<file path="config.mk">
export PLATFORM = sky130hd
export DESIGN_NAME = wb_arbiter
export DESIGN_NICKNAME = d
export VERILOG_FILES = /design/src/rtl/wb_pkg.sv /design/src/rtl/wb_scoreboard.sv /design/src/rtl/wb_arbiter.sv
export SDC_FILE = /design/constraint.sdc
export NUM_CORES = 1
export LEC_CHECK = 0
export CORE_AREA = 2 2 93 95
export CTS_CLUSTER_SIZE = 30
export DETAILED_ROUTE_END_ITERATION = 8
export DIE_AREA = 0 0 95 97
export PLACE_DENSITY = 0.75
export SLEW_MARGIN = 20
export SYNTH_ARGS = -nofsm -noshare
export SYNTH_HDL_FRONTEND = slang
export SYNTH_HIERARCHICAL = 1
export SYNTH_SLANG_ARGS = --single-unit
</file>
<file path="constraint.sdc">
create_clock -name clk -period 2.9 [get_ports clk]
set_clock_uncertainty 0.15 [all_clocks]
set_input_delay 0.58 -clock clk [delete_from_list [all_inputs] [get_ports clk]]
set_output_delay 0.58 -clock clk [all_outputs]
set_load 0.1 [all_outputs]
</file>
<file path="src/rtl/wb_pkg.sv">
// wb_pkg: shared constants and the register-file write-port bundle used by
// the write-back arbiter and its scoreboard.
package wb_pkg;
  localparam int REG_W  = 5;
  localparam int DATA_W = 32;
  localparam int NREGS  = 32;
  localparam logic [REG_W-1:0] ZERO_REG = '0;

  // One register-file write: enable, address, data.
  typedef struct packed {
    logic              we;
    logic [REG_W-1:0]  addr;
    logic [DATA_W-1:0] data;
  } wr_t;
endpackage

</file>
<file path="src/rtl/wb_scoreboard.sv">
// wb_scoreboard: busy bit per architectural register for outstanding
// multi-cycle results, plus the sticky protocol error flag.
// Ports:
//   clk, rst_n          clock, async active-low reset
//   iss_valid, iss_reg  decode issues a multi-cycle op to iss_reg (sets busy)
//   clr, clr_reg        multi-cycle handshake completes for clr_reg (clears busy)
//   read1, read2        decode source registers
//   hz1, hz2, hz_dst    busy[read1], busy[read2], busy[iss_reg]
//   err                 sticky: issue to busy reg, or handshake to idle reg
module wb_scoreboard import wb_pkg::*; (
  input  logic             clk,
  input  logic             rst_n,
  input  logic             iss_valid,
  input  logic [REG_W-1:0] iss_reg,
  input  logic             clr,
  input  logic [REG_W-1:0] clr_reg,
  input  logic [REG_W-1:0] read1,
  input  logic [REG_W-1:0] read2,
  output logic             hz1,
  output logic             hz2,
  output logic             hz_dst,
  output logic             err
);
  logic [NREGS-1:0] busy, busy_next;
  logic             set, err_set;

  assign set = iss_valid && (iss_reg != ZERO_REG);

  always_comb begin
    busy_next = busy;
    if (clr) busy_next[clr_reg] = 1'b0;
    if (set) busy_next[iss_reg] = 1'b1;   // set wins over same-cycle clear
    busy_next[0] = 1'b0;
  end

  // A re-issue to a register whose result retires this same cycle is legal.
  always_comb begin
    err_set = 1'b0;
    if (set && busy[iss_reg] && !(clr && clr_reg == iss_reg)) err_set = 1'b1;
    if (clr && !busy[clr_reg])                                err_set = 1'b1;
  end

  always_ff @(posedge clk or negedge rst_n) begin
    if (!rst_n) begin
      busy <= '0;
      err  <= 1'b0;
    end else begin
      busy <= busy_next;
      if (err_set) err <= 1'b1;
    end
  end

  assign hz1    = busy[read1];
  assign hz2    = busy[read2];
  assign hz_dst = busy[iss_reg];
endmodule

</file>
<file path="src/rtl/wb_arbiter.sv">
// wb_arbiter: shares the register file's single write port between the
// pipeline write-back stage (no ready, normally wins) and the multi-cycle
// unit, with a starvation bound that stalls the pipeline for one cycle.
// Build option: define WBARB_BYPASS_EN to add same-cycle write forwarding
// ports fwd1_hit/fwd1_data/fwd2_hit/fwd2_data.
// Ports:
//   clk, rst_n                   clock, async active-low reset
//   p_valid/p_reg/p_data         pipeline write-back request
//   m_valid/m_ready/m_reg/m_data multi-cycle result handshake
//   iss_valid/iss_reg            multi-cycle issue (marks dest busy)
//   read1/read2, hz1/hz2/hz_dst  scoreboard lookups
//   pipe_stall                   registered one-cycle write-back freeze
//   rf_regwrite/rf_wrreg/rf_wrdata register file write port
//   err                          sticky protocol violation
module wb_arbiter import wb_pkg::*; #(
  parameter int STARVE_MAX = 4
) (
  input  logic              clk,
  input  logic              rst_n,
  input  logic              p_valid,
  input  logic [REG_W-1:0]  p_reg,
  input  logic [DATA_W-1:0] p_data,
  input  logic              m_valid,
  output logic              m_ready,
  input  logic [REG_W-1:0]  m_reg,
  input  logic [DATA_W-1:0] m_data,
  input  logic              iss_valid,
  input  logic [REG_W-1:0]  iss_reg,
  input  logic [REG_W-1:0]  read1,
  input  logic [REG_W-1:0]  read2,
  output logic              hz1,
  output logic              hz2,
  output logic              hz_dst,
  output logic              pipe_stall,
  output logic              rf_regwrite,
  output logic [REG_W-1:0]  rf_wrreg,
  output logic [DATA_W-1:0] rf_wrdata,
`ifdef WBARB_BYPASS_EN
  output logic              fwd1_hit,
  output logic [DATA_W-1:0] fwd1_data,
  output logic              fwd2_hit,
  output logic [DATA_W-1:0] fwd2_data,
`endif
  output logic              err
);
  localparam logic [3:0] STARVE_LIM = 4'(STARVE_MAX);

  wr_t        wr;
  logic       m_hs;
  logic [3:0] cnt, cnt_inc;

  // Grant: pipeline first unless it is frozen by pipe_stall.
  always_comb begin
    wr      = '0;
    m_ready = 1'b1;
    if (p_valid && !pipe_stall) begin
      m_ready = 1'b0;
      wr.we   = (p_reg != ZERO_REG);
      wr.addr = p_reg;
      wr.data = p_data;
    end else if (m_valid) begin
      wr.we   = (m_reg != ZERO_REG);
      wr.addr = m_reg;
      wr.data = m_data;
    end
  end

  assign m_hs        = m_valid && m_ready;
  assign rf_regwrite = wr.we;
  assign rf_wrreg    = wr.addr;
  assign rf_wrdata   = wr.data;

  // Starvation: the edge that would bring the count to the limit raises
  // pipe_stall instead, so the unit is served on the (STARVE_MAX+1)th cycle.
  // A refusal implies !pipe_stall, so stalls never repeat back to back.
  assign cnt_inc = cnt + 4'd1;

  always_ff @(posedge clk or negedge rst_n) begin
    if (!rst_n) begin
      cnt        <= '0;
      pipe_stall <= 1'b0;
    end else begin
      pipe_stall <= 1'b0;
      if (m_valid && !m_ready) begin
        if (cnt_inc == STARVE_LIM) begin
          cnt        <= '0;
          pipe_stall <= 1'b1;
        end else begin
          cnt <= cnt_inc;
        end
      end else begin
        cnt <= '0;
      end
    end
  end

  wb_scoreboard u_sb (
    .clk      (clk),
    .rst_n    (rst_n),
    .iss_valid(iss_valid),
    .iss_reg  (iss_reg),
    .clr      (m_hs),
    .clr_reg  (m_reg),
    .read1    (read1),
    .read2    (read2),
    .hz1      (hz1),
    .hz2      (hz2),
    .hz_dst   (hz_dst),
    .err      (err)
  );

`ifdef WBARB_BYPASS_EN
  assign fwd1_hit  = wr.we && (wr.addr == read1);
  assign fwd2_hit  = wr.we && (wr.addr == read2);
  assign fwd1_data = fwd1_hit ? wr.data : '0;
  assign fwd2_data = fwd2_hit ? wr.data : '0;
`endif
endmodule

</file>
==> reports/results.tsv, run 1 <==
metric	value	unit
initial_utilization	39.67	%
insertion_delay	290	ps
fmax	338.1	MHz
row_count	33	
synth_cells	382	
clkSinkCount	37	
final_cell_mix	84 x clkdlybuf4s50_1, 73 x nand2_1, 66 x o21ai_0	
netlist.area_leader.share	28.69	%
setup-tns-final	-113.4	ps
dpl.hpwl	10.27	mm
drive_gt1_share	30.44	%
grt_start_max_net_pins	38	
fill_cells	616	
synthesis.nets	477	
maxCapViolations	0	
violations	negative setup slack	
postPlaceCellArea	5379	µm²
grt_pass1_vias	3760	
dr.pass1.iters	5	
p_leak	2.358	nW
fin_area	5583	µm²
routedWlPerCell	20.87	µm
total_power	0.002623	W
n_antenna_cell	0	
root_buffer	clkbuf_8	
gp_congestion	0.9850	
area_delta_synth_final	73.01	%
die_area	9215	µm²
path_clk_slew	70	ps
vias	3915	
ys_ff_latch	37	
synth.area.top_cells	dfrtp_1 29%, mux4_2 16%, o21ai_0 10%, nand2_1 9.7%, nand3_1 7.0%	
worst_pin_slew	488.2	ps
drtIter0Drc	520	
cp_max_fo	5	
finalNetCount	636	
yosysTopAreaCell	dfrtp_1	
critPathRequiredTime	2170	ps
cp.arrival	2230	ps
finish.utilization	68.64	%
hold_path.class	register to register	
worstSetupStartpointType	register	
rsz0062_at_grt	true	
ios	138	
hold_viol	0	
coreArea	8134	µm²
grt_pass1_wl	20.66	mm
period_needed	2958	ps
slew-limit-headroom	67.11	%
slew_viol_final	0	
grtUsageTotal	29.23	%
cts_buffer_depth	2	
cts_tree	yes	
end_kind	primary output	
ys_seq_area_share	28.69	%
die_w	95	µm
ys_types	44	
synth_warnings	6	
dp.cells	637	
vdd_ir_drop_max	247.4	µV
crit_path_start	u_sb/busy[15]$_DFF_PN0_	
min_from	cnt[0]$_DFF_PN0_	
r2r_start	pipe_stall$_DFF_PN0_	
layout_commonest_cell	clkdlybuf4s50_1	
htreeDepth	2	
antenna_left	0	
synth.avg_cell_area	8.447	µm²
fin_crit_sh	102.0	%
globalRouteOverflowTotal	0	
status	finished, violations left	
setup_slack	-57.63	ps
synth_area	3227	µm²
io_buffers	137	
critPathKind	register to primary output	
die_h	97	µm
setup-violations-final	2	
cts_buffers	5	
drc	0	
viasPerCell	6.051	
antenna_found_initial	0	
powerDensity	469.9	nW/µm²
detail_route.wirelength	13.51	mm
fin_cells	647	
## stage by stage
stage / worst slack [ps] / hold WS (ps)
floorplan: -230.7 / 134.4
global placement: -483.9 / 301.7
detailed placement: -503.7 / 317.0
CTS: -50.21 / 333.6
global route: -90.64 / 358.1
finish: -57.63 / 336.5
## power by group
part	internal, W	switching, W	total [W]
clock	0.000193	0.000184	0.000377
sequential	0.000623	0.000186	0.000809
combinational	0.000660	0.000778	0.00144
total	0.00148	0.00115	0.00262
## state kept, by name, summed over array words and instances, names as in the netlist
signal,count
pipe_stall,1
u_sb/err,1
u_sb/busy,31
cnt,4
## layout make-up
type	instances	area [µm²]	share of cell area [%]
Clock inverter	1	7.507	0.1345
Multi-Input combinational cell	309	2246	40.23
Clock buffer	7	86.33	1.546
Sequential cell	37	932.1	16.70
Inverter	6	22.52	0.4034
Tap cell	105	131.4	2.353
Timing Repair Buffer	182	2157	38.64
## what timing repair did
action,4_1_cts,5_1_grt
hold endpoints to repair,0,0
hold buffers,0,0
setup endpoints to repair,3,3
gates cloned,1,0
buffers inserted,2,0
pin swaps,2,2
resized for setup,38,17
## metal layers
metal  vias up  share of wire (%)  GRT usage, %
met2       278                 47         46.32
li1       1725                  -             -
met4         0                3.5         9.253
met3        60                 12         6.464
met5         -                  0             0
met1      1852                 37         39.68
## cell usage after synthesis (all sizes together)
cell type	instances
nand2	83
a41oi	1
nand3	45
a31oi	2
buf	20
or2	1
nor2	5
o221ai	2
or3b	7
xnor2	1
o31ai	1
o22ai	7
a32oi	1
nor3b	1
mux2i	18
a21oi	1
o311ai	1
dfrtp	37
nor2b	3
nor4	2
and3	1
o22a	1
o21ai	70
clkbuf	10
and2	1
ha	1
or4	2
nand3b	8
nor3	1
nand2b	2
inv	6
o211ai	1
a211oi	1
and4	1
or3	2
xor2	5
o211a	1
mux4	23
mux2	6
## worst max-delay path: stages (launching register included)
cell and delay, ps:
dfrtp_1 460, mux4_2 510, mux4_2 500, mux2_4 300, buf_12 170
## worst paths after layout
path	cells past startpoint	to	slack, ps
worst max-delay path	4	hz2	-60
worst min-delay path	1	cnt[0]$_DFF_PN0_	340
worst max register to register	6	u_sb/busy[8]$_DFF_PN0_	860
worst min register to register	1	cnt[0]$_DFF_PN0_	340
max in group asynchronous	2	pipe_stall$_DFF_PN0_	1680
min in group asynchronous	2	u_sb/busy[26]$_DFF_PN0_	560
## logic make-up (layout without fill, tap and decap cells)
kind of cell / Yosys count / count (layout) / share of synthesized area [%]
adders and majority gates: 1 / 1 / 0.3877
xor gates and xnor gates: 6 / 6 / 1.629
DFF: 37 / 37 / 28.69
muxes: 47 / 47 / 23.73
AOI/OAI and AO/OA: 90 / 90 / 15.39
and+or+nand+nor: 165 / 165 / 24.66
buffers and inverters: 36 / 196 / 5.506
Note: power is estimated with default switching activity, not from simulation.
==> run 2, diff against run 1 <==
--- a/config.mk
+++ b/config.mk
@@ -10,6 +10,7 @@
 export DETAILED_ROUTE_END_ITERATION = 8
 export DIE_AREA = 0 0 95 97
 export PLACE_DENSITY = 0.75
+export SKIP_LAST_GASP = 1
 export SLEW_MARGIN = 20
 export SYNTH_ARGS = -nofsm -noshare
 export SYNTH_HDL_FRONTEND = slang
==> reports/results.tsv, run 2 (synthesis gave the netlist of run 1 again) <==
metric	value	unit	change
cp.arrival	2230	ps	about the same
dpl.hpwl	10.27	mm	unchanged
hold_path.class	register to register		
die_w	95	µm	unchanged
detail_route.wirelength	13.50	mm	about the same
total_power	0.002620	W	-0.12%
critPathRequiredTime	2170	ps	about the same
grt_pass1_wl	20.66	mm	unchanged
reg_top3	u_sb/busy (31), cnt (4)		
drive_gt1_share	29.70	%	-0.74 points
slew_viol_final	0		unchanged
area_delta_synth_final	72.86	%	about the same
grt_start_max_net_pins	38		unchanged
powerDensity	469.8	nW/µm²	about the same
htreeDepth	2		unchanged
vdd_ir_drop_max	254.5	µV	+2.9%
antenna_found_initial	0		unchanged
path_clk_slew	70	ps	about the same
cp_slowest_stage_delay	490	ps	-20 ps
grtUsageTotal	29.23	%	unchanged
critPathKind	primary input to primary output		
n_antenna_cell	0		unchanged
root_buffer	clkbuf_8		
globalRouteOverflowTotal	0		unchanged
setup_slack	-55.91	ps	+1.728 ps
min_from	cnt[0]$_DFF_PN0_		
fin_area	5578	µm²	about the same
worst_pin_slew	481.2	ps	-6.965 ps
postPlaceCellArea	5379	µm²	unchanged
antenna_left	0		unchanged
setup-tns-final	-107.8	ps	+5.522 ps
finalNetCount	636		unchanged
rsz0062_at_grt	true		
crit_path_start	read1[0]		
holdWs	336.4	ps	-0.04000 ps
final_cell_mix	84 x clkdlybuf4s50_1, 73 x nand2_1, 66 x o21ai_0		
ios	138		unchanged
setup-violations-final	2		unchanged
dr.pass1.iters	5		unchanged
coreArea	8134	µm²	unchanged
largest_register	u_sb/busy		
period_needed	2956	ps	-1.728 ps
worstSetupStartpointType	primary input		
insertion_delay	290	ps	about the same
cpMaxStageDelayCell	mux4_2		
cts_buffers	5		unchanged
crit_chain	buf_8 -> buf_12 -> mux4_2 -> mux4_2 -> mux2_4 -> buf_12		
initial_utilization	39.67	%	unchanged
drtIter0Drc	509		-2.1%
slew-limit-headroom	67.58	%	+0.47 points
fin_crit_sh	101.9	%	about the same
cp_max_fo	5		unchanged
violations	negative setup slack		
vias	3955		+1.0%
clkSinkCount	37		unchanged
gp_congestion	0.9850		unchanged
p_leak	2.362	nW	+0.18%
dp.cells	637		unchanged
maxCapViolations	0		unchanged
row_count	33		unchanged
die_area	9215	µm²	unchanged
die_h	97	µm	unchanged
rrSetupSlack	860	ps	about the same
r2r_start	pipe_stall$_DFF_PN0_		
end_kind	primary output		
fin_cells	647		unchanged
routedWlPerCell	20.87	µm	about the same
grt_pass1_vias	3760		unchanged
hold_viol	0		unchanged
fmax	338.3	MHz	about the same
viasPerCell	6.113		+1.0%
layout_commonest_cell	clkdlybuf4s50_1		
io_buffers	137		unchanged
cts_buffer_depth	2		unchanged
status	finished, violations left		
largest_register_ffs	31		unchanged
cts_tree	yes		
drc	0		unchanged
run 2: cell count changes in the layout (fill, tap and decap cells not counted):
| cell | previous run | this run |
|---|---|---|
| dfrtp_1 | 32 | 36 |
| dfrtp_2 | 5 | 1 |
run 2: stage by stage:
| stage | util [%] | worst slack [ps] |
|---|---|---|
| final | 68.57 | -55.91 |
| after global routing | 68.57 | -90.64 |
| after CTS | 68.27 | -50.21 |
| after detailed placement | 66.13 | -503.7 |
| after global placement | 66.13 | -483.9 |
| after floorplan | - | -230.7 |
run 2: layout make-up:
cell class / count / area, µm²
Fill cell: 616 / 2556
Multi-Input combinational cell: 309 / 2246
Timing Repair Buffer: 182 / 2157
Sequential cell: 37 / 927.1
Tap cell: 105 / 131.4
Clock buffer: 7 / 86.33
Inverter: 6 / 22.52
Clock inverter: 1 / 7.507
run 2: critical path: cells and delay by family:
| kind | cells | cell delay, ps |
|---|---|---|
| muxes | 3 | 1270 |
| buffers and inverters | 3 | 370 |
run 2: routing by layer:
metal / vias up / wire length [µm] / global-route usage [%] / part of all wire [%]
met5: - / 0 / 0 / 0
met4: 0 / 473 / 9.253 / 3.5
met3: 55 / 1574 / 6.464 / 12
met2: 277 / 6394 / 46.32 / 47
met1: 1897 / 5062 / 39.68 / 37
li1: 1726 / - / - / -
run 2: path summary, 6_finish.rpt:
check	end	cells after the start
max	hz1	6
min	cnt[0]$_DFF_PN0_	1
max reg2reg	u_sb/busy[8]$_DFF_PN0_	6
min reg2reg	cnt[0]$_DFF_PN0_	1
max in group asynchronous	pipe_stall$_DFF_PN0_	2
min in group asynchronous	u_sb/busy[26]$_DFF_PN0_	2
run 2: where the power goes:
group          internal (W)  switching, W
clock              0.000193      0.000185
combinational      0.000660      0.000778
sequential         0.000620      0.000185
total               0.00147       0.00115
run 2: what timing repair did:
action                     CTS  global route
setup buffers                2             0
pin swaps                    2             2
hold buffers                 0             0
gates resized for setup     38            13
setup endpoints to repair    3             3
cloned                       1             0
==> run 3, diff against run 2 <==
--- a/config.mk
+++ b/config.mk
@@ -5,12 +5,11 @@
 export SDC_FILE = /design/constraint.sdc
 export NUM_CORES = 1
 export LEC_CHECK = 0
-export CORE_AREA = 2 2 93 95
+export CORE_AREA = 2 2 90 92
 export CTS_CLUSTER_SIZE = 30
 export DETAILED_ROUTE_END_ITERATION = 8
-export DIE_AREA = 0 0 95 97
-export PLACE_DENSITY = 0.75
-export SKIP_LAST_GASP = 1
+export DIE_AREA = 0 0 92 94
+export PLACE_DENSITY = 0.8
 export SLEW_MARGIN = 20
 export SYNTH_ARGS = -nofsm -noshare
 export SYNTH_HDL_FRONTEND = slang
==> reports/results.tsv, run 3 (synthesis gave the netlist of run 1 again) <==
metric	value	unit	change
grt_pass1_vias	4082		+8.6%
row_count	32		-3.0%
setup_slack	-52.61	ps	+3.298 ps
finalNetCount	644		+1.3%
io_buffers	137		unchanged
grtUsageTotal	32.04	%	+2.8 points
die_area	8648	µm²	-6.2%
grt_start_max_net_pins	38		unchanged
maxCapViolations	0		unchanged
dp.cells	636		-0.16%
final_cell_mix	84 x clkdlybuf4s50_1, 74 x nand2_1, 67 x o21ai_0		
cp_max_fo	5		unchanged
ios	138		unchanged
cp_top_family	multiplexers		
reg_top3	u_sb/busy (31), cnt (4)		
htreeDepth	2		unchanged
period_needed	2953	ps	-3.298 ps
n_antenna_cell	0		unchanged
end_kind	primary output		
r2r_end	u_sb/busy[28]$_DFF_PN0_		
routedWlPerCell	21.68	µm	+3.9%
status	finished, violations left		
hold_viol	0		unchanged
insertion_delay	290	ps	about the same
layout_commonest_cell	clkdlybuf4s50_1		
min_path_cells	1		unchanged
path_buf_inv	3		unchanged
slew_viol_final	0		unchanged
detail_route.wirelength	14.14	mm	+4.7%
drive_gt1_share	32.36	%	+2.7 points
cts_tree	yes		
min_to	cnt[0]$_DFF_PN0_		
globalRouteOverflowTotal	0		unchanged
antenna_left	0		unchanged
largest_register	u_sb/busy		
fill_cells	531		-14%
vdd_ir_drop_max	226.9	µV	-11%
largest_register_ffs	31		unchanged
cpMaxStageDelayCell	mux4_2		
cp.depth	6		unchanged
critPathRequiredTime	2170	ps	about the same
setup-violations-final	2		unchanged
gp_congestion	0.9960		+1.1%
holdWs	352.6	ps	+16.14 ps
rrSetupSlack	820	ps	-40 ps
fin_crit_sh	101.8	%	-0.11 points
drtIter0Drc	568		+12%
cts_buffer_depth	2		unchanged
dpl.hpwl	10.46	mm	+1.8%
area_delta_synth_final	75.26	%	
p_leak	2.408	nW	+1.9%
cts_buffers	5		unchanged
vias	3970		+0.38%
worst_pin_slew	468.8	ps	-12.34 ps
violations	negative setup slack		
path_clk_slew	80	ps	about the same
cp_slowest_stage_delay	490	ps	about the same
clkSinkCount	37		unchanged
reg2reg_depth	6		unchanged
dr.pass1.iters	7		+2
critPathKind	primary input to primary output		
antenna_found_initial	0		unchanged
finish.utilization	74.34	%	+5.8 points
root_buffer	clkbuf_8		
worstSetupStartpointType	primary input		
drc	0		unchanged
hold_path.class	register to register		
viasPerCell	6.089		-0.39%
cp.arrival	2220	ps	about the same
crit_chain	buf_8 -> buf_12 -> mux4_2 -> mux4_2 -> mux2_4 -> buf_12		
slew-limit-headroom	68.74	%	+1.2 points
die_w	92	µm	-3.2%
rsz0062_at_grt	true		
coreArea	7607	µm²	-6.5%
fmax	338.7	MHz	+0.11%
r2r_start	pipe_stall$_DFF_PN0_		
initial_utilization	42.42	%	+2.7 points
grt_pass1_wl	21.26	mm	+2.9%
die_h	94	µm	-3.1%
powerDensity	498.0	nW/µm²	+6.0%
fin_cells	652		+0.77%
min_from	cnt[0]$_DFF_PN0_		
==> run 3: cell count changes in the layout (fill, tap and decap cells not counted), moves of 2 or more <==
cell,change
dfrtp_1,-12
dfrtp_2,+12
buf_4,+6
buf_6,+2
bufinv_16,+2
mux2i_4,-2
o22ai_1,+2
o22ai_4,-2
==> run 3: worst max-delay path by stage <==
stage	slack [ps]	start	to
CTS	-60	read2[0]	hz2
global route	-90	read2[0]	hz2
detailed placement	-530	read2[0]	hz2
finish	-50	read2[0]	hz2
floorplan	-230	iss_reg[1]	hz_dst
global placement	-470	read2[0]	hz2
==> run 3: worst register-to-register path, cell delays in order, from the launching register on <==
cell     delay (ps)
dfrtp_2         390
nor2b_4          70
inv_2           110
and2_1          210
or3b_2          600
o21ai_0         240
o21ai_0         160
==> run 3: metal layers <==
layer	global-route usage, %	up-vias	part of all wire (%)
met2	53.13	332	48
met5	0	-	0
li1	-	1735	-
met1	40.23	1809	36
met3	6.982	94	10
met4	14.43	0	5.6
==> run 3: power breakdown <==
group | leakage (nW) | switching [W] | internal (W)
combinational | 1.91 | 0.000776 | 0.000663
sequential | 0.433 | 0.000212 | 0.000628
clock | 0.0681 | 0.000196 | 0.000342
==> run 3: cell type report <==
| type | count | area (µm²) | area share [%] |
|---|---|---|---|
| inverter | 6 | 22.52 | 0.3982 |
| clock inverter | 3 | 65.06 | 1.150 |
| clock buffer | 5 | 68.82 | 1.217 |
| timing repair buffer | 190 | 2233 | 39.49 |
| multi-input combinational | 309 | 2196 | 38.83 |
| tap | 102 | 127.6 | 2.257 |
| sequential | 37 | 942.2 | 16.66 |
==> run 3: repair_timing <==
action                     CTS  global route
hold buffers                 0             0
gates cloned                 1             0
setup endpoints to repair    3             3
resized for setup           37            15
pin swaps                    5             2
setup buffers                2             6
==> run 3: stage by stage <==
stage,cell area (µm²),TNS (ps),total power (W),setup WS [ps]
6_report,5655,-75.49,0.002816,-52.61
5_1_grt,5655,-133.4,0.002889,-90.00
4_1_cts,5595,-113.1,0.002734,-59.69
3_5_place_dp,5390,-1391,0.002180,-527.4
3_3_place_gp,5390,-1218,0.002140,-470.4
2_1_floorplan,3273,-230.7,0.001564,-230.7
